`config.mk`:
```
export PLATFORM = sky130hd
export DESIGN_NAME = sdram_bridge_writer
export DESIGN_NICKNAME = d
export VERILOG_FILES = /design/src/rtl/sdram_bridge_writer.sv
export SDC_FILE = /design/constraint.sdc
export NUM_CORES = 1
export LEC_CHECK = 0
export CAP_MARGIN = 20
export CORE_AREA = 3 3 265 267
export CTS_BUF_LIST = sky130_fd_sc_hd__clkbuf_2
export CTS_CLUSTER_DIAMETER = 100
export DETAILED_ROUTE_END_ITERATION = 16
export DIE_AREA = 0 0 268 270
export MAX_ROUTING_LAYER = met4
export RECOVER_POWER = 50
export SLEW_MARGIN = 25
export SYNTH_ARGS = -nofsm -noshare
export SYNTH_HDL_FRONTEND = slang
export SYNTH_SLANG_ARGS = --single-unit
```
`constraint.sdc`:
```
create_clock -name clk -period 12.4 [get_ports clk]
set_clock_uncertainty 0.1 [all_clocks]
set_input_delay 1.86 -clock clk [delete_from_list [all_inputs] [get_ports clk]]
set_output_delay 1.86 -clock clk [all_outputs]
set_load 0.01 [all_outputs]
```
`src/rtl/sdram_bridge_writer.sv`:
```
// Buffers host-bridge write words in a small FIFO and replays each one as a single
// 32-bit write request on the SDRAM controller channel, one request outstanding at a time.
module sdram_bridge_writer #(
  parameter int FIFO_AW   = 3,
  parameter bit BYTE_SWAP = 1'b1
) (
  input  logic        clk,
  input  logic        reset_n,
  input  logic        in_valid,
  input  logic [26:0] in_addr,
  input  logic [31:0] in_data,
  output logic        in_ready,
  input  logic        loading,
  output logic [25:0] sdr_addr,
  output logic [31:0] sdr_din,
  output logic        sdr_req,
  output logic        sdr_rnw,
  input  logic        sdr_ready,
  output logic        done,
  output logic        overflow,
  output logic        misalign,
  output logic [15:0] words_written
);

  localparam int DEPTH = 1 << FIFO_AW;
  localparam int EW    = 25 + 32;

  typedef enum logic [1:0] {IDLE, REQ, WAIT} state_t;

  state_t               state_reg;
  logic [EW-1:0]        fifo_mem_reg [DEPTH];
  logic [FIFO_AW:0]     wr_ptr_reg, rd_ptr_reg;
  logic [FIFO_AW:0]     wr_ptr_next, rd_ptr_next;
  logic                 in_ready_reg, done_reg, overflow_reg, misalign_reg;
  logic                 sdr_req_reg;
  logic [25:0]          sdr_addr_reg;
  logic [31:0]          sdr_din_reg;
  logic [15:0]          words_reg;
  logic [31:0]          data_swapped;
  logic [EW-1:0]        head;
  logic                 full, empty, full_next, empty_next;
  logic                 push, pop, idle_next;

  // Byte lane reordering for big-endian bridge data.
  for (genvar gi = 0; gi < 4; gi++) begin : g_swap
    if (BYTE_SWAP) begin : g_on
      assign data_swapped[8*gi +: 8] = in_data[8*(3-gi) +: 8];
    end else begin : g_off
      assign data_swapped[8*gi +: 8] = in_data[8*gi +: 8];
    end
  end

  assign full  = (wr_ptr_reg[FIFO_AW] != rd_ptr_reg[FIFO_AW]) &&
                 (wr_ptr_reg[FIFO_AW-1:0] == rd_ptr_reg[FIFO_AW-1:0]);
  assign empty = (wr_ptr_reg == rd_ptr_reg);
  assign push  = in_valid && !full;
  assign pop   = (state_reg == IDLE) && !empty;
  assign head  = fifo_mem_reg[rd_ptr_reg[FIFO_AW-1:0]];

  always_comb begin
    wr_ptr_next = wr_ptr_reg + {{FIFO_AW{1'b0}}, push};
    rd_ptr_next = rd_ptr_reg + {{FIFO_AW{1'b0}}, pop};
  end

  assign full_next  = (wr_ptr_next[FIFO_AW] != rd_ptr_next[FIFO_AW]) &&
                      (wr_ptr_next[FIFO_AW-1:0] == rd_ptr_next[FIFO_AW-1:0]);
  assign empty_next = (wr_ptr_next == rd_ptr_next);
  // FSM will be in IDLE next cycle: either it stays there with nothing to pop, or WAIT completes.
  assign idle_next  = ((state_reg == IDLE) && empty) || ((state_reg == WAIT) && sdr_ready);

  always_ff @(posedge clk) begin
    if (push) fifo_mem_reg[wr_ptr_reg[FIFO_AW-1:0]] <= {in_addr[26:2], data_swapped};
  end

  always_ff @(posedge clk or negedge reset_n) begin
    if (!reset_n) begin
      wr_ptr_reg   <= '0;
      rd_ptr_reg   <= '0;
      in_ready_reg <= 1'b1;
      done_reg     <= 1'b0;
      overflow_reg <= 1'b0;
      misalign_reg <= 1'b0;
    end else begin
      wr_ptr_reg   <= wr_ptr_next;
      rd_ptr_reg   <= rd_ptr_next;
      in_ready_reg <= !full_next;
      done_reg     <= !loading && empty_next && idle_next;
      if (in_valid && full) overflow_reg <= 1'b1;
      if (push && (in_addr[1:0] != 2'b00)) misalign_reg <= 1'b1;
    end
  end

  always_ff @(posedge clk or negedge reset_n) begin
    if (!reset_n) begin
      state_reg    <= IDLE;
      sdr_req_reg  <= 1'b0;
      sdr_addr_reg <= '0;
      sdr_din_reg  <= '0;
      words_reg    <= '0;
    end else begin
      case (state_reg)
        IDLE: begin
          if (!empty) begin
            sdr_addr_reg <= {head[EW-1:32], 1'b0};
            sdr_din_reg  <= head[31:0];
            sdr_req_reg  <= 1'b1;
            state_reg    <= REQ;
          end
        end
        REQ: begin
          sdr_req_reg <= 1'b0;
          state_reg   <= WAIT;
        end
        WAIT: begin
          // The controller may stall indefinitely (refresh/arbitration); no timeout.
          if (sdr_ready) begin
            words_reg <= words_reg + 16'd1;
            state_reg <= IDLE;
          end
        end
        default: begin
          sdr_req_reg <= 1'b0;
          state_reg   <= IDLE;
        end
      endcase
    end
  end

  assign in_ready      = in_ready_reg;
  assign done          = done_reg;
  assign overflow      = overflow_reg;
  assign misalign      = misalign_reg;
  assign sdr_req       = sdr_req_reg;
  assign sdr_addr      = sdr_addr_reg;
  assign sdr_din       = sdr_din_reg;
  assign sdr_rnw       = 1'b0;
  assign words_written = words_reg;

endmodule

```
==> results of run 1 <==
-- path summary, 6_finish.rpt --
kind | slack (ps) | from | end
max | 6020 | rd_ptr_reg[2] | sdr_din[3]
min reg2reg | 380 | words_written[15] | words_written[15]
max reg2reg | 6020 | rd_ptr_reg[2] | sdr_din[3]
min | 380 | words_written[15] | words_written[15]
min in group asynchronous | 680 | reset_n | sdr_addr[14]
max in group asynchronous | 6040 | reset_n | rd_ptr_reg[0]
-- kinds of logic (layout without fill, tap and decap cells) --
group / after synthesis / after routing
flip-flops: 544 / 544
multiplexers: 173 / 173
AND/OR/NAND/NOR: 105 / 105
AO/OA/AOI/OAI: 63 / 63
buffers and inverters: 52 / 417
XOR/XNOR: 28 / 28
adder cells (fa/ha/maj): 5 / 5
other: 1 / 13
-- area by class of cell --
cell class,instances,area (sq um)
antenna,11,27.5
clock buffer,214,1070
clock inverter,39,290
fill,6402,44100
inverter,4,15.0
multi-input combinational,376,4300
sequential,544,15900
tap,882,1100
timing repair buffer,160,1580
-- power groups by stage --
| stage | Combinational, mW | Sequential, mW | Clock (mW) |
|---|---|---|---|
| 2_1_floorplan | 1.13 | 2.56 | 0 |
| 3_3_place_gp | 1.65 | 2.64 | 0 |
| 3_5_place_dp | 1.67 | 2.66 | 0 |
| 4_1_cts | 1.68 | 2.62 | 1.32 |
| 5_1_grt | 1.80 | 2.65 | 1.43 |
| 6_report | 1.64 | 2.60 | 1.26 |
-- cells in the mapped netlist (all sizes together) --
cell,instances
nor4,3
and3,2
o41ai,1
a31o,1
ha,5
mux4,114
mux2,1
dfstp,1
xnor2,17
xor2,11
nor3,3
a21oi,1
nand4,5
dfrtp,87
clkbuf,20
o41a,1
conb,1
edfxtp,456
and4,1
nand3,9
mux2i,58
inv,4
buf,28
nor2,11
o21ai,59
nand2b,6
nand4b,1
nand2,64
-- stage by stage --
| stage | utilization, % | setup WS [ps] | power (mW) |
|---|---|---|---|
| after global placement | 33.5 | 7560 | 4.30 |
| after detailed placement | 33.6 | 7690 | 4.33 |
| after CTS | 35.5 | 7900 | 5.61 |
| after floorplan | - | 5720 | 3.69 |
| after global routing | 35.5 | 4930 | 5.88 |
| final | 35.5 | 6020 | 5.50 |
-- routing by layer --
layer	GRT usage (%)	share of wire [%]	vias up
li1	-	-	4539
met1	16.0	44	5104
met2	19.3	49	262
met3	4.53	6.3	67
met4	4.15	1.5	0
met5	-	0	-
==> impl_metrics.toml, run 1 <==
[synthesis]
yosys.area_share.simple_pct = 2.25
synth_top_cell_area_share_pct = 67.0
synth_top_family_by_area = "multiplexers"
synth-adder-area-share_pct = 0.306
synthMuxAreaShare_pct = 15.5
syn_avg_cell_area_sq_um = 21.0
synth_xor_area_share_pct = 1.20
syn_area_sq_mm = 0.0204
yosysTopAreaCell = "edfxtp_1"
ys_warn_count = 0
synth_area_leaders = "edfxtp_1, mux4_2, dfrtp_1"
synth_cell_type_count = 32
ys_seq_elements = 544
synth_compound_area_share_pct = 1.70
yosysSeqAreaShare_pct = 77.8
synth_cells = 971

[timing]
period_minus_slack_ps = 6380
fin_crit_sh_pct = 51.4
drv_slew = 189
fin_setup_tns_ps = 0
holdWs_ps = 381
rsz0062_at_grt = "false"
max_clock_freq_ghz = 0.157
setup_viol = 0
tightest_slew_ps = 4510
hold_viol = 0
max_slew_margin_pct = -201

[cts]
hold_buffers = 0
clock_sinks = 544
clkTransAtPathRegs_ps = 100
htreeDepth = 4
clkLatencyLatePin_ps = 1220
ctsLongestPathBuffers = 3
cts_resized = 0
cts_made_buffers = 139
cts_setup_buffers = 0
clock-root-buffer = "clkbuf_2"
cts_tree = "done"

[routing]
dr.pass1.iters = 6
ant_nets = 0
num_vias = 9972
drtIter0Drc = 661
vias_per_cell = 4.47
drc = 0
wl_per_cell_um = 19.6
routed_wl_mm = 43.6

[global_route]
grt_pass1_wl_mm = 66.4
grt_pass1_vias = 10800
antenna_found_initial = 16
globalRouteTotalUtil_pct = 12.8
grt_overflow = 0
grt_max_degree = 73

[setup_path]
start_kind = "register"
end_kind = "register"
slowest_delay_ps = 2390
crit_arrival_ps = 7310
worstPathCellList = "xor2_1 > o41ai_1 > clkbuf_1 > buf_4 > o21ai_0"
crit_fanout = 64
cp.required_ps = 13330
cp.depth = 5
cpMaxStageDelayCell = "dfrtp_1"
cp_top_family = "buffers and inverters"
worstRegToRegCells = 5
path_class = "reg -> reg"
path_buf_inv = 2

[floorplanning]
core_sq_mm = 0.0683
die_x_um = 268
die_area_sq_mm = 0.0724
std_cell_rows = 96
die_h_um = 270
num_io_pins = 144
initial_core_util_pct = 29.9

[pwr]
power_frac_comb_pct = 29.7
power_density_mw_per_mm2 = 226
ir_worst_vdd_uv = 132
internal-power_mw = 3.72
power_switching_mw = 1.78
power_frac_seq_pct = 47.3
clkPwrFrac_pct = 23.0
p_leak_nw = 8.40
swShare_pct = 32.3

[cells_and_area]
syn_to_final_growth_pct = 18.9
instances_no_fill = 2230
final_common_cell = "edfxtp_1"
largest_register_ffs = 456
final_area_sq_mm = 0.0243
drive_gt1_share_pct = 27.8
final_net_count = 1294
mostFrequentLayoutCells = "edfxtp_1, clkbuf_2, mux4_2, dfrtp_1, clkdlybuf4s50_1"

[run_status]
status = "complete, but fails checks"
violations = "capacitance limit, slew limit"

[place]
dp_hpwl_mm = 25.9
gp_congestion = 0.703
postPlaceCellArea_sq_mm = 0.0229
placed_cells = 1965
port-buffer-count = 141

[hold_path]
min_path_cells = 1
hold_class = "reg -> reg"

[job]
drv_cap = 3
Power figures use the tool's default switching activity.
==> run 2: changes to the inputs <==
==> constraint.sdc (replaced) <==
create_clock -name clk -period 5.35 [get_ports clk]
set_clock_uncertainty 0.1 [all_clocks]
set_input_delay 0.8025 -clock clk [delete_from_list [all_inputs] [get_ports clk]]
set_output_delay 0.8025 -clock clk [all_outputs]
set_load 0.01 [all_outputs]
==> impl_metrics.toml, run 2 (same netlist as run 1, synthesis figures left out) <==
[timing]
hold_viol = 0
period_minus_slack_ps = 3820
max_clock_freq_ghz = 0.262
fin_setup_tns_ps = 0
max_slew_margin_pct = -26.3
rsz0062_at_grt = "false"
tightest_slew_ps = 1890
setup_viol = 0
drv_slew = 74
fin_crit_sh_pct = 71.4

[pwr]
internal-power_mw = 8.64
ir_worst_vdd_uv = 309
power_density_mw_per_mm2 = 524
power_frac_seq_pct = 46.2
swShare_pct = 32.5
p_leak_nw = 8.43
power_switching_mw = 4.16
clkPwrFrac_pct = 22.6
power_frac_comb_pct = 31.2

[cts]
clock-root-buffer = "clkbuf_2"
cts_made_buffers = 139
htreeDepth = 4
clock_sinks = 544
cts_tree = "done"
clkTransAtPathRegs_ps = 100
cts_resized = 0
clkLatencyLatePin_ps = 1170
cts_setup_buffers = 0
ctsLongestPathBuffers = 3
hold_buffers = 9

[cells_and_area]
final_net_count = 1301
final_common_cell = "edfxtp_1"
regArea_sq_mm = 0.0159
drive_gt1_share_pct = 27.0
largest_register_ffs = 456
instances_no_fill = 2223
syn_to_final_growth_pct = 19.7
multi_input_area_sq_mm = 0.00433
fill_cells = 6384
mostFrequentLayoutCells = "edfxtp_1, clkbuf_2, mux4_2, dfrtp_1, clkdlybuf4s50_1"

[routing]
vias_per_cell = 4.56
ant_nets = 0
drtIter0Drc = 618
num_vias = 10100
met3WireLength_mm = 2.36
routed_wl_mm = 44.8
drc = 0
wl_met2_mm = 22.3
wl_per_cell_um = 20.1
dr.pass1.iters = 4
highest_layer = "met4"
wl_met1_mm = 19.3

[run_status]
status = "complete, but fails checks"
violations = "capacitance limit, slew limit"

[global_route]
grt_pass1_vias = 11100
antenna_found_initial = 17
grt_pass1_wl_mm = 68.2
grt_overflow = 0
grt_max_degree = 117
globalRouteTotalUtil_pct = 13.1

[floorplanning]
std_cell_rows = 96
die_area_sq_mm = 0.0724
die_h_um = 270
num_io_pins = 144
core_sq_mm = 0.0683
initial_core_util_pct = 29.9
die_x_um = 268

[hold_path]
hold_class = "in -> reg"
hold_start = "sdr_ready"
min_path_cells = 3
hold_end = "state_reg[1]"

[setup_path]
slowest_delay_ps = 1320
crit_fanout = 73
cp.required_ps = 6280
path_buf_inv = 2
start_kind = "register"
cpMaxStageDelayCell = "clkbuf_1"
crit_arrival_ps = 4750
cp_top_family = "buffers and inverters"
worstPathCellList = "xor2_1 > o41ai_1 > clkbuf_1 > buf_16 > o21ai_0"
r2r-start = "rd_ptr_reg[2]"
end_kind = "register"
worstRegToRegCells = 5
r2r_slack_ps = 1530
path_class = "reg -> reg"
reg2reg_to = "sdr_din[26]"

[place]
placed_cells = 1962
gp_congestion = 0.701
port-buffer-count = 141
dp_hpwl_mm = 25.5

[job]
drv_cap = 2
run 2: cell types whose count changed in the layout (fill, tap and decap cells not counted), sizes merged:
cell / previous run / this run
clkdlybuf4s50: 82 / 83
dlygate4sd3: 58 / 65
bufinv: 4 / 5
inv: 6 / 5
diode: 11 / 9
buf: 17 / 16
clkbuf: 217 / 207
clkinvlp: 7 / 3
clkinv: 26 / 28
run 2: layer usage:
metal / track usage, % / up-vias
met1: 15.8 / 5233
met3: 3.94 / 82
met2: 20.8 / 282
met5: - / -
li1: - / 4534
met4: 4.92 / 0
run 2: power groups by stage:
stage                     Sequential [mW]  Combinational, mW  Clock [mW]
after floorplan                      5.93               2.61           0
after global placement               5.99               4.04           0
after detailed placement             6.02               4.12           0
after CTS                            5.93               4.14        3.04
after global routing                 6.01               4.39        3.28
final                                5.91               4.00        2.89
run 2: tightest hold or removal path, delay by kind of cell:
kind	cells	cell delay [ps]
buffers and inverters	1	520
AND/OR/NAND/NOR	1	120
multiplexers	1	60
run 2: final cells by class:
cell class	instances	share of cell area (%)
inverters	4	0.0614
clock buffers	204	4.18
multi-input cells	376	17.7
clock inverters	37	1.18
diodes	9	0.0921
well taps	882	4.51
flip-flops and latches	544	65.1
repair buffers	167	7.20
run 2: per-stage QoR:
step / total power, mW / instance area [sq um] / setup slack (ps) / hold slack, ps / utilization [%]
after floorplan: 8.55 / 20400 / 1150 / 393 / -
after global placement: 10.0 / 23000 / 1710 / 357 / 33.6
after detailed placement: 10.1 / 23000 / 1700 / 356 / 33.7
after CTS: 13.1 / 24400 / 1620 / 15.9 / 35.7
after global routing: 13.7 / 24400 / 1080 / 142 / 35.8
final: 12.8 / 24400 / 1530 / 323 / 35.8
run 2: worst max path at each step:
stage,from,to,depth (start not counted)
global placement,rd_ptr_reg[2],fifo_mem_reg[2][4],5
floorplan,rd_ptr_reg[2],fifo_mem_reg[4][0],5
detailed placement,rd_ptr_reg[2],fifo_mem_reg[2][5],5
finish,rd_ptr_reg[2],sdr_din[26],5
global route,rd_ptr_reg[2],sdr_addr[5],5
CTS,rd_ptr_reg[2],fifo_mem_reg[2][48],5
==> run 3: changes to the inputs <==
==> constraint.sdc (replaced) <==
create_clock -name clk -period 3.8 [get_ports clk]
set_clock_uncertainty 0.1 [all_clocks]
set_input_delay 0.57 -clock clk [delete_from_list [all_inputs] [get_ports clk]]
set_output_delay 0.57 -clock clk [all_outputs]
set_load 0.01 [all_outputs]
==> impl_metrics.toml, run 3 (same netlist as run 1, synthesis figures left out) <==
[cells_and_area]
final_common_cell = "edfxtp_1"
drive_gt1_share_pct = 28.1
final_core_util_pct = 36.8
final_area_sq_mm = 0.0252
final_net_count = 1369
mostFrequentLayoutCells = "edfxtp_1, clkbuf_2, dlygate4sd3_1, mux4_2, dfrtp_1"
fill_cells = 6335
largest_register_ffs = 456
syn_to_final_growth_pct = 23.2

[timing]
setup_viol = 0
fin_crit_sh_pct = 88.3
tightest_slew_ps = 1530
rsz0062_at_grt = "false"
max_clock_freq_ghz = 0.298
hold_viol = 0
max_slew_margin_pct = -1.82
period_minus_slack_ps = 3350
drv_slew = 55

[routing]
routed_wl_mm = 45.0
num_vias = 10400
drtIter0Drc = 722
ant_nets = 0
vias_per_cell = 4.49
drc = 0
dr.pass1.iters = 5
wl_per_cell_um = 19.5

[cts]
hold_buffers = 66
ctsLongestPathBuffers = 3
clkTransAtPathRegs_ps = 100
cts_resized = 0
cts_setup_buffers = 0
cts_tree = "done"
htreeDepth = 4
cts_made_buffers = 146
clock_sinks = 544
clkLatencyLatePin_ps = 1250
clock-root-buffer = "clkbuf_2"

[floorplanning]
num_io_pins = 144
die_x_um = 268
die_area_sq_mm = 0.0724
core_sq_mm = 0.0683
initial_core_util_pct = 29.9
die_h_um = 270
std_cell_rows = 96

[global_route]
antenna_found_initial = 5
grt_pass1_vias = 11200
grt_overflow = 0
grt_pass1_wl_mm = 68.3
globalRouteTotalUtil_pct = 13.2
grt_max_degree = 117

[setup_path]
crit_arrival_ps = 4430
cp.required_ps = 4880
crit_fanout = 8
end_kind = "register"
start_kind = "register"
path_class = "reg -> reg"

[place]
gp_congestion = 0.698
postPlaceCellArea_sq_mm = 0.0231
port-buffer-count = 141
dp_hpwl_mm = 22.6

[pwr]
power_mw = 18.2
p_leak_nw = 8.80
ir_worst_vdd_uv = 588
power_density_mw_per_mm2 = 723

[hold_path]
hold_class = "reg -> reg"

[job]
drv_cap = 1

[run_status]
violations = "capacitance limit, slew limit"
status = "complete, but fails checks"
run 3: changes by cell type in the layout (fill, tap and decap cells not counted), sizes merged, moves of 2 or more:
cell / change
dlygate4sd3: +57
clkbuf: +22
buf: +4
inv: +3
bufinv: -2
run 3: path summary, 6_finish.rpt:
check / startpoint / to / slack [ps] / depth (start not counted)
setup / recovery: wr_ptr_reg[2] / done / 450 / 9
hold / removal: sdr_din[3] / sdr_din[3] / 380 / 2
setup reg to reg: wr_ptr_reg[2] / done / 450 / 9
hold reg to reg: sdr_din[3] / sdr_din[3] / 380 / 2
max in group asynchronous: reset_n / rd_ptr_reg[1] / 1340 / 4
min in group asynchronous: reset_n / sdr_din[30] / 630 / 4
run 3: stage by stage:
step           hold slack (ps)  std cells  TNS, ps  setup slack (ps)
2_1_floorplan              174        972  -132140              -395
3_3_place_gp               365       1968        0              1060
3_5_place_dp               370       1968        0              1040
4_1_cts                    158       2300        0               483
5_1_grt                    236       2308        0               285
6_report                   384       2308        0               446
run 3: final cells by class:
type                            count  area (sq um)  area share, %
Clock inverter                     40           274           1.09
Tap cell                          882          1100           4.39
Clock buffer                      226          1130           4.49
Antenna cell                        8          20.0         0.0796
Sequential cell                   544         15900           63.2
Multi-Input combinational cell    376          4350           17.3
Timing Repair Buffer              228          2360           9.39
Inverter                            4          15.0         0.0597
run 3: power by group:
| group | internal [mW] | leakage, nW | switching (mW) | total, mW |
|---|---|---|---|---|
| Sequential | 7.71 | 5.23 | 0.467 | 8.18 |
| Combinational | 2.71 | 2.50 | 3.10 | 5.81 |
| Clock | 1.80 | 1.07 | 2.41 | 4.21 |
| Total | 12.2 | 8.80 | 5.98 | 18.2 |
run 3: worst max-delay path, cell delays in order, from the launching register on:
cell and delay, ps:
dfrtp_1 610, xor2_1 240, o41a_1 530, ha_1 240, ha_1 200, xnor2_1 250
xor2_1 170, nand3_1 110, nor4_1 260, dlygate4sd3_1 570
run 3: metal layers:
layer / GRT usage [%] / part of all wire (%) / up-vias
met5: - / 0 / -
met4: 4.66 / 1.7 / 0
met3: 4.05 / 4.9 / 59
met2: 19.7 / 47 / 258
met1: 17.0 / 46 / 5363
li1: - / - / 4678
